## config.mk

```make
export PLATFORM = sky130hd
export DESIGN_NAME = fxp_cmult_pipe
export DESIGN_NICKNAME = d
export VERILOG_FILES = /design/src/rtl/fxp_cmult_pipe.sv
export SDC_FILE = /design/constraint.sdc
export NUM_CORES = 2
export LEC_CHECK = 0
export ABC_AREA = 1
export CAP_MARGIN = 20
export CORE_MARGIN = 2
export CORE_UTILIZATION = 59
export DETAILED_ROUTE_END_ITERATION = 12
export HOLD_SLACK_MARGIN = 0.1
export MAX_ROUTING_LAYER = met4
export PLACE_DENSITY = 0.91
export SKIP_CTS_REPAIR_TIMING = 1
export SLEW_MARGIN = 20
export SYNTH_ARGS = -nofsm -noshare
export SYNTH_HDL_FRONTEND = slang
export SYNTH_SLANG_ARGS = --single-unit
```

## constraint.sdc

```tcl
create_clock -name clk -period 9.3 [get_ports clk]
set_input_delay 2.79 -clock clk [delete_from_list [all_inputs] [get_ports clk]]
set_output_delay 2.79 -clock clk [all_outputs]
set_load 0.02 [all_outputs]
```

## src/rtl/fxp_cmult_pipe.sv

```systemverilog
// Pipelined signed fixed-point multiplier: dual real products or one complex product,
// rounded back to the input Q format with saturate/wrap and an overflow flag.
module fxp_cmult_pipe #(
    parameter int W      = 11,
    parameter int FRAC   = 8,
    parameter int OUT_W  = 11,
    parameter int STAGES = 3,
    parameter int SAT    = 1
) (
    input  logic             clk,
    input  logic             rst,
    input  logic             ce,
    input  logic             in_valid,
    input  logic             mode,
    input  logic [W-1:0]     a_re,
    input  logic [W-1:0]     a_im,
    input  logic [W-1:0]     b_re,
    input  logic [W-1:0]     b_im,
    output logic             out_valid,
    output logic [OUT_W-1:0] p_re,
    output logic [OUT_W-1:0] p_im,
    output logic             ovf,
    output logic             ovf_sticky
);

    // Two guard bits above the products: one for the complex combine, one for the round add.
    localparam int CW = 2*W + 2;
    localparam logic signed [CW-1:0] MAX_V = $signed({{(CW-OUT_W+1){1'b0}}, {(OUT_W-1){1'b1}}});
    localparam logic signed [CW-1:0] MIN_V = ~MAX_V;
    localparam logic signed [CW-1:0] HALF  = $signed({{(CW-1){1'b0}}, 1'b1}) <<< (FRAC-1);

    // Returns {out_of_range, value}
    function automatic logic [OUT_W:0] fit(input logic signed [CW-1:0] s);
        logic signed [CW-1:0] r;
        r = (s + HALF) >>> FRAC;
        if (r > MAX_V)
            fit = (SAT != 0) ? {1'b1, MAX_V[OUT_W-1:0]} : {1'b1, r[OUT_W-1:0]};
        else if (r < MIN_V)
            fit = (SAT != 0) ? {1'b1, MIN_V[OUT_W-1:0]} : {1'b1, r[OUT_W-1:0]};
        else
            fit = {1'b0, r[OUT_W-1:0]};
    endfunction

    logic                  v1, m1;
    logic signed [W-1:0]   ar_q, ai_q, br_q, bi_q;
    logic                  v2, m2;
    logic signed [2*W-1:0] rr, ii, ri, ir;
    logic signed [CW-1:0]  e_rr, e_ii, e_ri, e_ir, s_re, s_im;
    logic [OUT_W:0]        f_re, f_im;
    logic                  v3, ovf3, sticky_q;
    logic [OUT_W-1:0]      re3, im3;

    always_ff @(posedge clk) begin
        if (rst) begin
            v1 <= 1'b0;
            v2 <= 1'b0;
        end else if (ce) begin
            v1   <= in_valid;
            m1   <= mode;
            ar_q <= $signed(a_re);
            ai_q <= $signed(a_im);
            br_q <= $signed(b_re);
            bi_q <= $signed(b_im);
            v2   <= v1;
            m2   <= m1;
            rr   <= ar_q * br_q;
            ii   <= ai_q * bi_q;
            ri   <= ar_q * bi_q;
            ir   <= ai_q * br_q;
        end
    end

    always_comb begin
        e_rr = {{(CW-2*W){rr[2*W-1]}}, rr};
        e_ii = {{(CW-2*W){ii[2*W-1]}}, ii};
        e_ri = {{(CW-2*W){ri[2*W-1]}}, ri};
        e_ir = {{(CW-2*W){ir[2*W-1]}}, ir};
        s_re = m2 ? (e_rr - e_ii) : e_rr;
        s_im = m2 ? (e_ri + e_ir) : e_ii;
        f_re = fit(s_re);
        f_im = fit(s_im);
    end

    always_ff @(posedge clk) begin
        if (rst) begin
            v3   <= 1'b0;
            re3  <= '0;
            im3  <= '0;
            ovf3 <= 1'b0;
        end else if (ce) begin
            v3   <= v2;
            re3  <= f_re[OUT_W-1:0];
            im3  <= f_im[OUT_W-1:0];
            ovf3 <= f_re[OUT_W] | f_im[OUT_W];
        end
    end

    if (STAGES > 3) begin : g_dly
        localparam int D = STAGES - 3;
        logic             v_d   [D];
        logic [OUT_W-1:0] re_d  [D];
        logic [OUT_W-1:0] im_d  [D];
        logic             ovf_d [D];

        always_ff @(posedge clk) begin
            if (rst) begin
                for (int i = 0; i < D; i++) begin
                    v_d[i]   <= 1'b0;
                    re_d[i]  <= '0;
                    im_d[i]  <= '0;
                    ovf_d[i] <= 1'b0;
                end
            end else if (ce) begin
                v_d[0]   <= v3;
                re_d[0]  <= re3;
                im_d[0]  <= im3;
                ovf_d[0] <= ovf3;
                for (int i = 1; i < D; i++) begin
                    v_d[i]   <= v_d[i-1];
                    re_d[i]  <= re_d[i-1];
                    im_d[i]  <= im_d[i-1];
                    ovf_d[i] <= ovf_d[i-1];
                end
            end
        end

        assign out_valid = v_d[D-1];
        assign p_re      = re_d[D-1];
        assign p_im      = im_d[D-1];
        assign ovf       = ovf_d[D-1];
    end else begin : g_nodly
        assign out_valid = v3;
        assign p_re      = re3;
        assign p_im      = im3;
        assign ovf       = ovf3;
    end

    // The presented sample's own overflow shows immediately; the register remembers it once consumed.
    always_ff @(posedge clk) begin
        if (rst)
            sticky_q <= 1'b0;
        else if (ce && out_valid && ovf)
            sticky_q <= 1'b1;
    end

    assign ovf_sticky = sticky_q | (out_valid & ovf);

endmodule

```

==> summary.txt <==
GRT
  • First-pass GRT wire length: 122000 um
  • Largest net degree at the start of global routing: 135
  • Number of global-route vias before repair: 25300
  • Antenna violations before repair: 0
  • Total grt overflow: 0
  • Total track usage: 31.7%

Worst setup path
  • Worst Setup SP: bi_q[10]
  • Crit path DAT: 6.62 ns
  • Most used cell, CP: fa_1
  • CP Cell Sequence: inv_1 -> or2_2 -> fa_1 -> fa_1 -> fa_1 -> fa_1 -> fa_1 -> inv_1 -> ha_1 -> nand2_1 -> nor2_1 -> nand4_1 -> nor2_1 -> a211oi_1 -> o21ai_0 -> inv_1 -> o21ai_0 -> nand3_1 -> nand2_1 -> xor2_1
  • Setup crit end kind: register
  • Top Family by Delay on Critical Path: adder cells
  • Setup CP Type: reg -> reg
  • CP max-delay cell: edfxtp_1
  • Max incr delay on CP: 0.78 ns
  • Req. time, crit path: 9.55 ns
  • Startpoint Class: register
  • Worst-path fanout max: 16
  • Worst path bufs/invs: 3
  • R2r startpoint: bi_q[10]

Clock tree
  • CTS Buf Count: 17
  • Clock H-tree levels: 4
  • CTS tree: yes
  • Clock Tree Buf Depth: 2
  • Clock-pin slew on the worst setup and hold paths: 0.07 ns
  • Clock root buffer: clkbuf_16
  • Clock sink count: 161
  • Later-pin clock latency in the skew report: 0.51 ns

Drt
  • Vias after detailed routing: 23200
  • Drt first pass iters: 7
  • Starting DRT DRC Count: about 1800
  • Drt drc: 0
  • Drt wl/cell: about 17 um
  • Total Wirelength: ~72000 um
  • Avg Vias per Cell: 5.43
  • DRT antenna net count: 0

Logic synthesis
  • Cell Area, Synth: around 29000 sq um
  • Mapped Cells: 3616
  • Post-synth cell types: 49
  • Most used flip-flop cell after synthesis: edfxtp_1
  • Yosys reg bits: 161
  • Syn. warnings: 0
  • Avg Cell Area, Syn: 7.97 sq um
  • Sequential share of the synthesized area: 15.8%
  • Mapped Nets: 4365
  • Async S/R FF share, synth: 0%
  • Post-synth EDFFs: between 100 and 150

Cells and area
  • Most common cell after layout, fill and taps aside: inv_1
  • Most frequent cells in the layout: inv_1 (995), nand2_1 (936), fa_1 (468)
  • Util after Layout: around 63%
  • N_diodes: 0
  • Layout Cells excl Fill: 4271
  • Final #Nets: 4385
  • Share of cells above drive strength 1: 5.54%
  • Area delta synth->final: 6.69%

Die
  • Cell Rows: 81
  • Core area: 48500 sq um
  • Die width: between 200 and 250 um
  • Die Area: 50700 sq um
  • Initial cell density of the core: 59.4%
  • IO Count: 74
  • Die Y: about 230 um

Hold path
  • Hold path start: m1
  • HP Class: reg -> reg

Timing
  • Unrepaired setup endpoints after global routing: false
  • Final Hold Fails: 0
  • Period utilization: 68.5%
  • Final Max Slew Viols: 0
  • Max_slew headroom: 21.1%
  • Fmax: roughly 160 MHz
  • Setup TNS Final: 0 ns
  • Minimum clock period: 6.37 ns
  • Final count of negative-setup-slack endpoints: 0
  • Clk_skew: between 0.02 and 0.025 ns
  • Worst-margin pin slew: 1.18 ns

Placed design
  • DP HPWL: 56500 um
  • Placed cell count: ~4200
  • Placer Congestion: 0.988
  • Port bufs: 73

Outcome
  • Outcome: finished clean

Flow run
  • Max-Cap Viols: 0
## logic make-up (layout without fill, tap and decap cells)
logic type | count (synthesis) | in the layout | synth area share (%)
AOI/OAI and AO/OA | 216 | 216 | 4.23
and+or+nand+nor | 1310 | 1310 | 19.4
xor gates and xnor gates | 111 | 111 | 3.37
buffers and inverters | 1118 | 1151 | 14.6
adders and majority gates | 700 | 700 | 42.6
DFF | 161 | 161 | 15.8
## flip-flops by register name (all words and copies together) (netlist names)
name,count
p_re,11
p_im,11
sticky_q,1
ii,22
rr,22
v1,1
br_q,11
ai_q,11
bi_q,11
ovf,1
ar_q,11
ir,22
out_valid,1
m1,1
m2,1
v2,1
ri,22
## layer usage
metal | wire length (um) | global-route usage [%]
met5 | 0 | -
met4 | 5130 | 19.4
met3 | 6160 | 5.58
met2 | 34000 | 51.8
met1 | 26700 | 36.5
## worst paths after layout
| path | end | slack (ns) | cells after the start |
|---|---|---|---|
| max | ri[19] | 2.93 | 20 |
| min | m2 | 0.44 | 0 |
| min reg2reg | m2 | 0.44 | 0 |
| max reg2reg | ri[19] | 2.93 | 20 |
## synth_stat cells, types with 10 or more instances
cell | count | area share (%)
inv_2 | 19 | 0.25
o21bai_1 | 12 | 0.31
nor2_4 | 12 | 0.47
o21ai_0 | 57 | 0.99
fa_1 | 468 | 32
edfxtp_1 | 134 | 14
inv_1 | 995 | 13
nand3_1 | 109 | 1.9
nand2_2 | 39 | 0.85
or2_2 | 14 | 0.30
xor2_1 | 72 | 2.2
nor3_1 | 10 | 0.17
clkbuf_1 | 93 | 1.2
ha_1 | 232 | 10
dfxtp_1 | 27 | 1.9
nand4_1 | 21 | 0.46
a21oi_2 | 12 | 0.36
xnor2_1 | 39 | 1.2
nand3_2 | 10 | 0.35
a21oi_1 | 109 | 1.9
nand2_1 | 936 | 12
nor2_2 | 18 | 0.39
nor2_1 | 121 | 1.6
## stage by stage
| step | hold WS (ns) | cell area (sq um) | setup slack (ns) |
|---|---|---|---|
| after floorplan | 0.400 | 28800 | 2.03 |
| final | 0.441 | 30800 | 2.93 |
| after global routing | 0.467 | 30800 | 2.63 |
| after CTS | 0.451 | 30800 | 3.04 |
| after detailed placement | 0.419 | 30200 | 3.08 |
| after global placement | 0.419 | 30200 | 3.29 |
## area by class of cell
class | count | area (sq um)
fill | 3661 | 17800
multi-input combinational | 2337 | 20100
clock inverter | 10 | 92.6
sequential | 161 | 4560
tap | 622 | 778
inverter | 1018 | 3820
timing repair buffer | 101 | 953
clock buffer | 22 | 490
Power is left out: the tool's default activity adds up to more than one toggle a clock period on the data nets, which glitch-free logic cannot reach.
